[config.mk]
export PLATFORM = sky130hd
export DESIGN_NAME = mem_arbiter
export DESIGN_NICKNAME = d
export VERILOG_FILES = /design/src/rtl/mem_arbiter.sv
export SDC_FILE = /design/constraint.sdc
export NUM_CORES = 1
export LEC_CHECK = 0
export ABC_AREA = 1
export CAP_MARGIN = 20
export CORE_ASPECT_RATIO = 0.8
export CORE_MARGIN = 8
export CORE_UTILIZATION = 40
export CTS_CLUSTER_DIAMETER = 60
export DETAILED_ROUTE_END_ITERATION = 16
export PLACE_DENSITY = 0.92
export SKIP_LAST_GASP = 1
export SLEW_MARGIN = 20
export SYNTH_ARGS = -nofsm -noshare
export SYNTH_HDL_FRONTEND = slang
export SYNTH_SLANG_ARGS = --single-unit
[constraint.sdc]
create_clock -name clock -period 2.7 [get_ports clock]
set_input_delay 0.54 -clock clock [delete_from_list [all_inputs] [get_ports clock]]
set_output_delay 0.54 -clock clock [all_outputs]
set_load 0.05 [all_outputs]
[src/rtl/mem_arbiter.sv]
// mem_arbiter: shares one 32-bit memory port between the cpu (port C) and the
// loader/DMA engine (port D) using a req/ack handshake per port.
// Each access runs IDLE -> ISSUE -> WAIT (LAT cycles) -> ACK -> IDLE. The
// winner's command is latched at grant time. mem_en is a one-cycle strobe, and
// the ack is a one-cycle pulse to the owning port.
// Build option: define MEM_ARB_ROUND_ROBIN_EN to break C/D ties round-robin
// (the port that did not own the last access wins). Without it, C always wins
// ties, and D is granted only when C is not requesting.
module mem_arbiter #(
  parameter int ADDR_W = 32,
  parameter int DATA_W = 32,
  parameter int LAT    = 1
) (
  input  logic              clock,
  input  logic              reset,
  // cpu port
  input  logic              c_req,
  input  logic              c_rw,
  input  logic [ADDR_W-1:0] c_addr,
  input  logic [DATA_W-1:0] c_wdata,
  output logic [DATA_W-1:0] c_rdata,
  output logic              c_ack,
  // loader/DMA port
  input  logic              d_req,
  input  logic              d_rw,
  input  logic [ADDR_W-1:0] d_addr,
  input  logic [DATA_W-1:0] d_wdata,
  output logic [DATA_W-1:0] d_rdata,
  output logic              d_ack,
  // memory port
  output logic              mem_en,
  output logic              mem_rw,
  output logic [ADDR_W-1:0] mem_addr,
  output logic [DATA_W-1:0] mem_wdata,
  input  logic [DATA_W-1:0] mem_rdata,
  // status
  output logic              busy,
  output logic              owner
);

  typedef enum logic [1:0] {
    IDLE  = 2'd0,
    ISSUE = 2'd1,
    WAIT  = 2'd2,
    ACK   = 2'd3
  } state_t;

  // The wait counter is 4 bits wide, so LAT must fit in 1..15.
  localparam logic [3:0] LAT_CNT = 4'(LAT);

  if (LAT < 1 || LAT > 15) begin : g_lat_check
    $error("mem_arbiter: LAT=%0d is outside the legal range 1..15", LAT);
  end

  state_t            state_reg;
  logic [3:0]        cnt_reg;
  logic              owner_reg;
  logic              busy_reg;
  logic [1:0]        ack_reg;        // index 0 = C, 1 = D
  logic [DATA_W-1:0] rdata_reg [2];  // index 0 = C, 1 = D
  logic              mem_en_reg;
  logic              mem_rw_reg;
  logic [ADDR_W-1:0] mem_addr_reg;
  logic [DATA_W-1:0] mem_wdata_reg;
`ifdef MEM_ARB_ROUND_ROBIN_EN
  logic              last_owner_reg;
`endif

  logic              grant_any;
  logic              winner;
  logic              sel_rw;
  logic [ADDR_W-1:0] sel_addr;
  logic [DATA_W-1:0] sel_wdata;

  // Pick the winning port and steer its command toward the mem_* registers.
  always_comb begin
    grant_any = c_req | d_req;
    winner    = ~c_req;
`ifdef MEM_ARB_ROUND_ROBIN_EN
    if (c_req && d_req) begin
      winner = ~last_owner_reg;
    end
`endif
    sel_rw    = winner ? d_rw    : c_rw;
    sel_addr  = winner ? d_addr  : c_addr;
    sel_wdata = winner ? d_wdata : c_wdata;
  end

  // Access sequencer. All outputs are registered here.
  always_ff @(posedge clock) begin
    if (reset) begin
      state_reg     <= IDLE;
      cnt_reg       <= 4'd0;
      owner_reg     <= 1'b0;
      busy_reg      <= 1'b0;
      ack_reg       <= 2'b00;
      rdata_reg[0]  <= '0;
      rdata_reg[1]  <= '0;
      mem_en_reg    <= 1'b0;
      mem_rw_reg    <= 1'b1;
      mem_addr_reg  <= '0;
      mem_wdata_reg <= '0;
`ifdef MEM_ARB_ROUND_ROBIN_EN
      last_owner_reg <= 1'b1;
`endif
    end else begin
      // Strobes are single-cycle unless set again below.
      mem_en_reg <= 1'b0;
      ack_reg    <= 2'b00;
      case (state_reg)
        IDLE: begin
          if (grant_any) begin
            mem_rw_reg    <= sel_rw;
            mem_addr_reg  <= sel_addr;
            mem_wdata_reg <= sel_wdata;
            owner_reg     <= winner;
            mem_en_reg    <= 1'b1;
            busy_reg      <= 1'b1;
            state_reg     <= ISSUE;
          end
        end
        ISSUE: begin
          cnt_reg   <= LAT_CNT;
          state_reg <= WAIT;
        end
        WAIT: begin
          cnt_reg <= cnt_reg - 4'd1;
          if (cnt_reg == 4'd1) begin
            // Memory data is valid in this cycle. Only a read updates the owner's register.
            if (mem_rw_reg) begin
              rdata_reg[owner_reg] <= mem_rdata;
            end
            ack_reg[owner_reg] <= 1'b1;
            state_reg          <= ACK;
          end
        end
        ACK: begin
          busy_reg  <= 1'b0;
          state_reg <= IDLE;
`ifdef MEM_ARB_ROUND_ROBIN_EN
          last_owner_reg <= owner_reg;
`endif
        end
        default: begin
          state_reg <= IDLE;
        end
      endcase
    end
  end

  assign c_rdata   = rdata_reg[0];
  assign d_rdata   = rdata_reg[1];
  assign c_ack     = ack_reg[0];
  assign d_ack     = ack_reg[1];
  assign mem_en    = mem_en_reg;
  assign mem_rw    = mem_rw_reg;
  assign mem_addr  = mem_addr_reg;
  assign mem_wdata = mem_wdata_reg;
  assign busy      = busy_reg;
  assign owner     = owner_reg;

endmodule

---- Yosys cells after proc, flatten, opt, wreduce, memory -nomap -nowiden ----
Memories as Yosys holds them, arrays and structs flattened.
Cells that the tools add are included.
Widths: inputs -> output; s select.
word-level totals
  register bits ........................... 76
  memory bits (writable) .................. 64
  input port bits ......................... 166
  output and inout port bits .............. 134
  word-level logic and storage cells ...... 56
  memories ................................ 1
memories
  name       depth  bits a word  read ports  clocked after Yosys merged registers in  wr ports  line  RTL
  rdata_reg  2      32           2           0                                        2         60    logic [DATA_W-1:0] rdata_reg [2];
operators by class
  $add $sub $neg .......................... 1
  magnitude comparators ................... 2
  eq/ne operators ......................... 6
  multiplexer cells ....................... 22
  bitwise logic cells ..................... 5
  reductions and logical operators ........ 10
operators with widths
  operator             count
  $mux 32              3
  $reduce_or 32->1     1
  $mux 1               13
  $pmux 2 s4           1
  $pmux 4 s2           1
  $reduce_and 2->1     3
  $eq 2x2->1 const B   2
  $eq 4x1->1 const B   1
  $mux 2               2
  $ne 2x2->1 const B   2
  $not 1->1            4
  $reduce_bool 2->1    2
  $sub 4x1->4 const B  1
  $reduce_or 3->1      1
  $eq 2x1->1 const B   1
  $logic_not 2->1      1
  $lt 1x2->1 const B   1
  $pmux 1 s2           1
  $reduce_or 2->1      1
  $demux 1 s1          1
  $ge 1x1->1 const B   1
  $logic_and 1x1->1    1
  $or 1x1->1           1

---- Logic depth before layout (Yosys ltp) ----
  depth in word-level cells ............... 7
  gate-level depth with buffers ........... 9
  depth with buffers taken out ............ 7

---- Worst setup path before layout ----
No wires, ideal clock.
  kind .................................... register -> register
  from .................................... reg state_reg[0]
  to ...................................... mem rdata_reg[0][0], enable pin
  setup time .............................. 0.389 ns
  arrival time ............................ 1.859 ns
  data required time ...................... 2.311 ns
  setup slack ............................. 0.452 ns
  cell stages (with the launch flop) ...... 8
  path buffers ............................ 1
  clock period less this slack ............ 2.248 ns
  cell sequence ........................... dfxtp_1 inv_1 ha_1 inv_2 nor2_2 nand4_2 buf_2 nand2_1
RTL lines
  item                    line  RTL
  from (decl)             55    state_t state_reg;
  from (signal assigned)  92    state_reg <= IDLE;
  from (signal assigned)  119   state_reg <= ISSUE;
  from (signal assigned)  124   state_reg <= WAIT;
  to (decl)               60

---- Worst setup path after layout ----
  from .................................... reg mem_rw_reg, in the netlist mem_rw
  to ...................................... out mem_rw
RTL lines
  item                    line  RTL
  from (decl)             62    logic mem_rw_reg;
  from (signal assigned)  113   mem_rw_reg <= sel_rw;
  to (decl)               32    output logic mem_rw,
No word-level cell between the ends.

==> impl_metrics.py <==
metrics = {
    "synth": {
        "ys_seq_elements": 140,
        "synth_top_area_frac": 0.327,
        "synth_common_cells": "nand2_1, nor2_1, dfxtp_1, edfxtp_1, o21ai_0",
        "yosysWarnings": 0,
        "synth_top_family_by_area": "simple AND/OR/NAND/NOR gates",
        "synth_edf_count": 64,
        "synth_most_common_cell": "nand2_1",
        "syn_area_um2": 5880,
        "avgSynthCellArea_um2": 8.12,
        "yosysTopAreaCell": "edfxtp_1",
        "postSynthCellCount": 724,
        "ys_seq_area_frac": 0.586,
        "synth_area_leaders": "edfxtp_1, dfxtp_1, nand2_1",
        "synth_compound_area_frac": 0.0651,
        "yosys.area_share.adder": 0.0106,
        "synth_nets": 895,
        "synth_mux_area_frac": 0,
        "postSynth.asyncResetShare": 0,
        "synth-simple-area-share": 0.272,
        "synthXorXnorAreaFrac": 0.00149,
        "synthFlopType": "dfxtp_1",
        "ys_types": 22,
    },
    "clocking": {
        "holdBufCountCts": 0,
        "cts_resized": 0,
        "clk_path_buf_depth": 2,
        "cts_setup_buffers": 0,
        "root_buffer": "clkbuf_16",
        "cts_tree": "built",
        "cts-buffers-inserted": 17,
        "cts-htree-levels": 4,
        "clkSlewWorstSetupHoldPaths_ns": 0.06,
        "cts_sinks": 140,
        "clk_latency_ns": 0.40,
    },
    "critical_path": {
        "crit_fanout": 4,
        "r2r_cells": 7,
        "slowest_delay_ns": 0.88,
        "worstPathCellList": "clkdlybuf4s50_1",
        "cp.required_ns": 2.16,
        "cp_top_family": "buffers and inverters",
        "crit_cells": 1,
        "worstPathArrival_ns": 1.74,
        "worstSetupPathType": "reg -> out",
        "critPathLaunchType": "flip-flop",
        "crit_path_end_kind": "output pin",
        "cpMaxStageDelayCell": "clkdlybuf4s50_1",
        "path_buf_inv": 1,
    },
    "sta": {
        "period_needed_ns": 2.28,
        "setup-tns-final_ns": 0,
        "setup_viol": 0,
        "worstMarginPinSlew_ns": 0.578,
        "rsz0062_at_grt": "false",
        "hold_viol_final": 0,
        "fin_skew_ns": 0.00921,
        "timing.fmax_mhz": 439,
        "period_share": 0.843,
        "holdWs_ns": 0.496,
        "maxSlewHeadroom": 0.613,
        "maxSlewViolCount": 0,
    },
    "placement": {
        "gp_congestion": 0.777,
        "placed_area_um2": 9040,
        "dp_hpwl_mm": 14.7,
        "io_buffers": 299,
    },
    "power_and_ir_drop": {
        "cellLeakagePower_nw": 4.21,
        "power_density_nw_per_um2": 921,
        "irDropWorstVdd_mv": 0.502,
    },
    "detailed_routing": {
        "viasPerCell": 4.65,
        "finalWirelength_mm": 19.4,
        "ant_nets": 0,
        "vias": 5623,
        "wl_per_cell_um": 16.1,
        "dr.first_iter.drc_count": 340,
        "drt_pass1_iterations": 8,
        "drc": 0,
    },
    "flow_run": {
        "cap_violations": 0,
    },
    "die": {
        "floorplan.rows": 39,
        "fp.dieW_um": 152,
        "start_util": 0.410,
        "core_area_um2": 14300,
        "die_area_um2": 18900,
        "ios": 300,
        "die_y_um": 124,
    },
    "hold_path": {
        "hp-class": "reg -> reg",
        "whs_path_depth": 2,
    },
    "cells_and_area": {
        "final_layout_size_suffix_gt1_frac": 0.0536,
        "final_nets": 1184,
        "fill_cells": 1129,
        "design_area_um2": 9610,
        "diodes": 0,
        "post-route-util": 0.670,
        "area_growth_pct": 63.6,
        "largest_reg_flops": 64,
    },
    "global_route": {
        "grt_start_max_net_pins": 67,
        "grt_usage": 0.205,
        "antenna_found_initial": 0,
        "grt_pass1_vias": 5658,
        "gr-total-overflow": 0,
        "grt_pass1_wl_mm": 30.4,
    },
    "outcome": {
        "status": "complete, no violations",
    },
}
report_power, final:
part,switching (mW),internal (mW)
clock,0.953,1.30
combinational,2.50,1.23
sequential,0.217,2.65
total,3.67,5.18
worst paths after layout:
| path | endpoint | startpoint | slack [ns] |
|---|---|---|---|
| max | mem_rw | mem_rw | 0.42 |
| min | mem_addr[10] | mem_addr[10] | 0.50 |
| max reg2reg | rdata_reg[1][0] | state_reg[0] | 0.91 |
| min reg2reg | mem_addr[10] | mem_addr[10] | 0.50 |
worst register-to-register path, stage by stage (launching register included):
cell and delay (ns):
dfxtp_1 0.31, inv_1 0.10, ha_1 0.28, inv_2 0.06, nor2_2 0.16, nand4_2 0.14, nand2_1 0.11, buf_4 0.31
layout by cell type (no fill, tap or decap):
| cell | count |
|---|---|
| clkdlybuf4s50_1 | 298 |
| nand2_1 | 204 |
| nor2_1 | 202 |
| dfxtp_1 | 76 |
| edfxtp_1 | 64 |
| o21ai_0 | 47 |
| inv_1 | 41 |
| o21ai_1 | 21 |
| clkbuf_16 | 17 |
| a21oi_1 | 7 |
| buf_4 | 7 |
| inv_6 | 6 |
| ha_1 | 5 |
| buf_12 | 5 |
| inv_2 | 4 |
| clkinv_4 | 3 |
| nor2_2 | 2 |
| nand4_2 | 2 |
| nand3_1 | 2 |
| clkinvlp_4 | 2 |
| inv_8 | 2 |
| nor2_4 | 1 |
| xor2_1 | 1 |
| and3_1 | 1 |
| nor3_1 | 1 |
| or2_2 | 1 |
| o211ai_1 | 1 |
| clkinvlp_2 | 1 |
| bufinv_16 | 1 |
| buf_2 | 1 |
final cells by class:
cell class / instances / area [um^2] / area share
clock inverter: 15 / 151 / 0.0157
clock buffer: 17 / 425 / 0.0442
tap: 184 / 230 / 0.0239
inverter: 45 / 169 / 0.0176
multi-input combinational: 498 / 2050 / 0.214
timing repair buffer: 311 / 3140 / 0.327
sequential: 140 / 3440 / 0.358
stage by stage:
step | total power [mW] | worst slack [ns] | cells
finish | 8.85 | 0.423 | 1210
global route | 9.28 | 0.375 | 1210
CTS | 8.93 | 0.396 | 1210
detailed placement | 6.66 | 0.511 | 1178
global placement | 6.56 | 0.586 | 1178
floorplan | 5.30 | 0.452 | 724
kinds of logic after synthesis:
logic type               count (synthesis)
AO/OA/AOI/OAI                           76
XOR/XNOR                                 1
adder cells (fa/ha/maj)                  5
buffers and inverters                   86
flip-flops                             140
AND/OR/NAND/NOR                        416
routing by layer:
metal  GRT usage  vias to the layer above  wire [um]
met5           0                        -          0
met4      0.0685                        0        382
met3      0.0516                       24       1260
met2       0.369                      168      10300
met1       0.229                     2589       7490
li1            -                     2842          -
(Power assumes the default switching activity.)
